**src/rtl/rom_ctrl_scan_reader.sv**
```systemverilog
// ROM scan reader: walks every ROM word once after start. Data words stream to
// KMAC through a one-entry buffer; the top NumDigestWords words are captured as
// the expected digest, then a one-cycle pulse starts the digest comparator.

package rom_ctrl_scan_reader_pkg;
  // Sparse state encoding, pairwise Hamming distance >= 3, Idle is all-zero.
  typedef enum logic [4:0] {
    StIdle       = 5'b00000,
    StReadData   = 5'b00111,
    StReadDigest = 5'b11001,
    StDone       = 5'b11110
  } state_e;
endpackage

module rom_ctrl_scan_reader
  import rom_ctrl_scan_reader_pkg::*;
#(
  parameter int unsigned RomDepth       = 16,
  parameter int unsigned NumDigestWords = 8,
  parameter int unsigned DataWidth      = 32,
  localparam int unsigned AW = (RomDepth > 1) ? $clog2(RomDepth) : 1
) (
  input  logic                         clk_i,
  input  logic                         rst_ni,
  input  logic                         start_i,
  output logic                         rom_req_o,
  output logic [AW-1:0]                rom_addr_o,
  input  logic [DataWidth-1:0]         rom_rdata_i,
  output logic                         kmac_valid_o,
  output logic [DataWidth-1:0]         kmac_data_o,
  output logic                         kmac_last_o,
  input  logic                         kmac_ready_i,
  output logic [NumDigestWords*32-1:0] exp_digest_o,
  output logic                         cmp_start_o,
  output logic                         done_o,
  output logic                         alert_o,
  output logic [4:0]                   dbg_state_o
);

  localparam int unsigned  DataBase     = RomDepth - NumDigestWords;
  localparam logic [AW-1:0] DataBaseAddr = AW'(DataBase);
  localparam logic [AW-1:0] LastDataAddr = AW'(DataBase - 1);
  localparam logic [AW-1:0] LastAddr     = AW'(RomDepth - 1);

  // KMAC handshake: a word transfers in any cycle where kmac_valid_o and
  // kmac_ready_i are both high. Once kmac_valid_o rises it stays high and
  // kmac_data_o/kmac_last_o stay stable until that transfer happens.

  state_e                      state_q, state_d;
  logic [AW-1:0]               addr_q, addr_d;
  logic [AW-1:0]               addr_shadow_q, addr_shadow_d;
  logic                        req_prev_q, req_prev_d;
  logic [AW-1:0]               pend_addr_q, pend_addr_d;
  logic                        buf_valid_q, buf_valid_d;
  logic [DataWidth-1:0]        buf_data_q, buf_data_d;
  logic                        buf_last_q, buf_last_d;
  logic                        dig_req_done_q, dig_req_done_d;
  logic [NumDigestWords*32-1:0] digest_q, digest_d;
  logic                        cmp_sent_q, cmp_sent_d;

  logic rom_req;
  logic kmac_valid;
  logic kmac_fire;
  logic state_invalid;
  logic done;
  logic cnt_err;

  // Next-state, datapath updates and request generation.
  always_comb begin
    state_d        = state_q;
    addr_d         = addr_q;
    addr_shadow_d  = addr_shadow_q;
    req_prev_d     = 1'b0;
    pend_addr_d    = pend_addr_q;
    buf_valid_d    = buf_valid_q;
    buf_data_d     = buf_data_q;
    buf_last_d     = buf_last_q;
    dig_req_done_d = dig_req_done_q;
    digest_d       = digest_q;
    cmp_sent_d     = cmp_sent_q;
    rom_req        = 1'b0;
    kmac_valid     = 1'b0;
    kmac_fire      = 1'b0;
    state_invalid  = 1'b0;
    done           = 1'b0;

    unique case (state_q)
      StIdle: begin
        if (start_i) state_d = StReadData;
      end
      StReadData: begin
        kmac_valid = buf_valid_q;
        kmac_fire  = buf_valid_q && kmac_ready_i;
        // At most one read in flight, and only when its data has a free slot.
        rom_req    = !req_prev_q && (!buf_valid_q || kmac_fire) &&
                     (addr_q < DataBaseAddr);
        if (kmac_fire) begin
          buf_valid_d = 1'b0;
          if (buf_last_q) state_d = StReadDigest;
        end
        if (req_prev_q) begin
          buf_valid_d = 1'b1;
          buf_data_d  = rom_rdata_i;
          buf_last_d  = (pend_addr_q == LastDataAddr);
        end
      end
      StReadDigest: begin
        rom_req = !dig_req_done_q;
        for (int i = 0; i < int'(NumDigestWords); i++) begin
          if (req_prev_q && (pend_addr_q == AW'(DataBase + i))) begin
            digest_d[i*32 +: 32] = rom_rdata_i[31:0];
          end
        end
        // The final digest word is captured in this same cycle.
        if (dig_req_done_q) state_d = StDone;
      end
      StDone: begin
        done       = 1'b1;
        cmp_sent_d = 1'b1;
      end
      default: begin
        state_invalid = 1'b1;
      end
    endcase

    if (rom_req) begin
      req_prev_d  = 1'b1;
      pend_addr_d = addr_q;
      // The counter parks on the last address so Done can check it.
      if (addr_q != LastAddr) begin
        addr_d        = addr_q + 1'b1;
        addr_shadow_d = addr_shadow_q + 1'b1;
      end
      if ((state_q == StReadDigest) && (addr_q == LastAddr)) dig_req_done_d = 1'b1;
    end
  end

  // State and datapath registers; reset drops any outstanding ROM read.
  always_ff @(posedge clk_i or negedge rst_ni) begin
    if (!rst_ni) begin
      state_q        <= StIdle;
      addr_q         <= '0;
      addr_shadow_q  <= '0;
      req_prev_q     <= 1'b0;
      pend_addr_q    <= '0;
      buf_valid_q    <= 1'b0;
      buf_data_q     <= '0;
      buf_last_q     <= 1'b0;
      dig_req_done_q <= 1'b0;
      digest_q       <= '0;
      cmp_sent_q     <= 1'b0;
    end else begin
      state_q        <= state_d;
      addr_q         <= addr_d;
      addr_shadow_q  <= addr_shadow_d;
      req_prev_q     <= req_prev_d;
      pend_addr_q    <= pend_addr_d;
      buf_valid_q    <= buf_valid_d;
      buf_data_q     <= buf_data_d;
      buf_last_q     <= buf_last_d;
      dig_req_done_q <= dig_req_done_d;
      digest_q       <= digest_d;
      cmp_sent_q     <= cmp_sent_d;
    end
  end

  // Redundant counter copy: any divergence means the address counter was hit.
  assign cnt_err = (addr_q != addr_shadow_q);

  // Fault indication from state, counter and protocol consistency checks.
  always_comb begin
    alert_o = state_invalid
            | (start_i && (state_q != StIdle))
            | cnt_err
            | ((state_q == StIdle) && (addr_q != '0))
            | ((state_q == StDone) && (addr_q != LastAddr));
  end

  assign rom_req_o    = rom_req;
  assign rom_addr_o   = addr_q;
  assign kmac_valid_o = kmac_valid;
  assign kmac_data_o  = buf_data_q;
  assign kmac_last_o  = kmac_valid && buf_last_q;
  assign exp_digest_o = digest_q;
  assign cmp_start_o  = done && !cmp_sent_q;
  assign done_o       = done;
  assign dbg_state_o  = state_q;

endmodule
```
**config.mk**
```make
export PLATFORM = sky130hd
export DESIGN_NAME = rom_ctrl_scan_reader
export DESIGN_NICKNAME = d
export VERILOG_FILES = /design/src/rtl/rom_ctrl_scan_reader.sv
export SDC_FILE = /design/constraint.sdc
export NUM_CORES = 1
export LEC_CHECK = 0
export CAP_MARGIN = 30
export CORE_AREA = 2 2 198 151
export DETAILED_ROUTE_END_ITERATION = 7
export DIE_AREA = 0 0 200 153
export GPL_TIMING_DRIVEN = 0
export PLACE_DENSITY = 0.85
export RECOVER_POWER = 50
export SYNTH_ARGS = -nofsm -noshare
export SYNTH_HDL_FRONTEND = slang
export SYNTH_SLANG_ARGS = --single-unit
```
**constraint.sdc**
```tcl
create_clock -name clk_i -period 2 [get_ports clk_i]
set_clock_uncertainty 0.2 [all_clocks]
set_input_delay 0.3 -clock clk_i [delete_from_list [all_inputs] [get_ports clk_i]]
set_output_delay 0.3 -clock clk_i [all_outputs]
set_load 0.01 [all_outputs]
```
==> out/metrics.cfg <==
[outcome]
status=complete, but fails checks
violations=setup timing

[detailed_routing]
drt-vias-per-instance=5.10
wl_um=39200
drt_iter0_drc=334
drc=0
drt_pass1_iterations=4
ant_nets=0
wl_per_cell_um=24.5
dr_total_vias=8159

[sta]
finalWorstSetupSlack_ns=-0.325
post-route-min-period_ns=2.33
hold_slack_ns=0.211
rsz0062_at_grt=yes
hold_viol_final=0
fin_crit_sh_pct=116
clock.fmax_mhz=430
setup_violations=263
maxSlewHeadroom_pct=33.5
finalMaxSlewViolations=0
worst_pin_slew_ns=0.998

[critical_path]
rr_worst_depth=8
endpoint_kind=register
crit_end=exp_digest_o[76]
worstSetupStartpoint=dbg_state_o[2]
worstPathArrival_ns=2.57
path_common_cell=buf_12
critPathLaunchType=register
reg2reg_to=exp_digest_o[76]
cp_cell_sequence=buf_6, nand3b_4, or3b_4, nor2_8, buf_12, buf_12, buf_16, mux2_4
reg2reg_slack_ns=-0.33
worstPathMaxFanout=6
path_depth=8
crit_family=simple AND/OR/NAND/NOR gates
path_class=reg2reg
required_ns=2.24
crit_buf_inv=4
slowest_stage=or3b_4
worstReg2RegStart=dbg_state_o[2]
slowest_delay_ns=0.45

[grt]
grt_usage_pct=25.0
grt_pass1_vias=8843
grt_max_degree=125
grt_pass1_wl_um=57600
grt_overflow=0
antenna_found_initial=0

[final_layout]
final_layout_size_suffix_gt1_share_pct=42.0
n_antenna_cell=0
fill_cells=1780
final_cell_area_um2=19500
area_delta_synth_final_pct=60.1
fin_util_pct=68.0
fin_nets=1227

[logic_synthesis]
synth_top_cell_area_share_pct=63.2
ys.warnings.count=0
yosys-top-cells-area=dfrtp_1, mux2_2, mux2_4
synthCells=728
synth.largest_area_cell=dfrtp_1
avgSynthCellArea_um2=16.8
syn-num-nets=767
ys_seq_area_share_pct=63.2
netlist_area_um2=12200
ys_ff_latch=308
synth.distinct_cells=40

[clock_tree]
clockBufferDepth=3
cts_root_buf=clkbuf_16
clkSinkCount=308
clk_pin_slew_ns=0.06
cts_tree=built
cts_made_buffers=30
clk-insertion-delay-late_ns=0.55
cts_htree_levels=1

[floorplanning]
ios=339
core_area_um2=28700
die_area_um2=30600
die_h_um=153
start_util_pct=42.5
rows=54
die_w_um=200

[worst_hold_path]
min_path_type=in2reg

[placement]
dp_hpwl_um=22400
portBuffers=338
placed_area_um2=16100
routabilityCongestion=0.769
place_ws_ns=-0.487

[pwr]
power.leakage_nw=11.4
ir_worst_vdd_mv=0.696
power_density_nw_per_um2=871
total_power_mw=17.0

[job]
cap_violations=0

[where the power goes]
group          leakage [nW]  internal (mW)  switching, mW
sequential             4.04           6.91          0.564
clock                 0.469           3.10           2.38
combinational          6.87           2.20           1.86
[cell type report]
type | instances | area, um^2 | share of cell area (%)
clock buffers | 44 | 905 | 4.63
repair buffers | 429 | 5010 | 25.6
flip-flops and latches | 308 | 7710 | 39.5
clock inverters | 7 | 37.5 | 0.192
multi-input cells | 377 | 4770 | 24.4
inverters | 9 | 36.3 | 0.186
well taps | 392 | 490 | 2.51
plain buffers | 33 | 572 | 2.93
[what timing repair did]
item                                    4_1_cts  5_1_grt
resized for setup                           363      218
hold buffers                                  1        0
pin swaps                                    11        9
endpoints found under the setup margin      371      453
setup buffers                                62       15
endpoints found under the hold margin        67        0
cloned                                       17        4
[worst register-to-register path, stage by stage (launching register included)]
cell and delay, ns:
dfrtp_1 0.41, buf_6 0.14, nand3b_4 0.17, or3b_4 0.45, nor2_8 0.15, buf_12 0.16, buf_12 0.12, buf_16 0.12
mux2_4 0.30
[routing by layer]
layer	wire, um	share of wire [%]	track usage, %
met4	634	1.6	5.22
met3	3410	8.7	7.37
met2	18900	48	40.6
met1	16300	41	33.5
met5	0	0	0
[metrics by stage]
| step | TNS, ns | cells |
|---|---|---|
| after CTS | -32.82 | 1591 |
| final | -42.07 | 1599 |
| after global routing | -65.39 | 1599 |
| after detailed placement | -63.20 | 1460 |
| after floorplan | -7.84 | 728 |
| after global placement | -3914.10 | 1458 |
[Yosys cell counts (all sizes together)]
cell type,n
a211o,1
a21oi,3
a31oi,1
and2,1
and2b,1
and3,2
and3b,1
and4bb,1
buf,33
clkbuf,1
dfrtp,308
ha,3
inv,9
mux2,293
nand2,16
nand2b,3
nand3,8
nand3b,2
nand4,2
nand4b,1
nor2,13
nor2b,2
nor3,1
nor3b,1
nor4,3
o2111ai,1
o21ai,7
o21bai,1
or3b,1
xnor2,1
xor2,7
[how the worst min path moves through the flow]
stage | endpoint | start | cells after the start | slack, ns
after floorplan | addr_shadow_q[0] | rst_ni | 0 | -0.20
after global placement | cmp_sent_q | cmp_sent_q | 1 | 0.25
after detailed placement | kmac_data_o[10] | rst_ni | 1 | 0.09
after CTS | kmac_data_o[10] | rst_ni | 2 | 0.09
after global routing | buf_valid_q | kmac_ready_i | 4 | 0.23
final | buf_valid_q | kmac_ready_i | 4 | 0.21
[cells by family after synthesis]
kind of cell	synth area share (%)
AOI/OAI and AO/OA	0.718
xor gates and xnor gates	0.574
adders and majority gates	0.308
buffers and inverters	2.88
DFF	63.2
muxes	28.9
and+or+nand+nor	3.46
[sequential cells by signal, indices dropped and copies added (netlist names)]
name	count
rom_addr_o	4
cmp_sent_q	1
exp_digest_o	256
addr_shadow_q	4
buf_valid_q	1
pend_addr_q	4
kmac_data_o	32
dbg_state_o	3
req_prev_q	1
buf_last_q	1
dig_req_done_q	1
[cells in the final DEF, fill, tap and decap left out, types with 3 or more instances in the layout]
master and count:
mux2_4 192, inv_1 7, nand3_4 3, nor2_4 6, buf_4 23, nand2b_1 3
dfrtp_1 304, buf_12 44, buf_16 10, clkinv_2 6, dlymetal6s2s_1 157, buf_2 3
dfrtp_2 4, clkbuf_8 9, mux2_2 100, dlygate4sd2_1 82, clkdlybuf4s50_1 89, nor2_1 4
clkbuf_16 35, xor2_1 7, buf_6 43, clkbuf_1 5, o21ai_0 6, nand2_1 14
nand3_1 5
(Power assumes the default switching activity.)
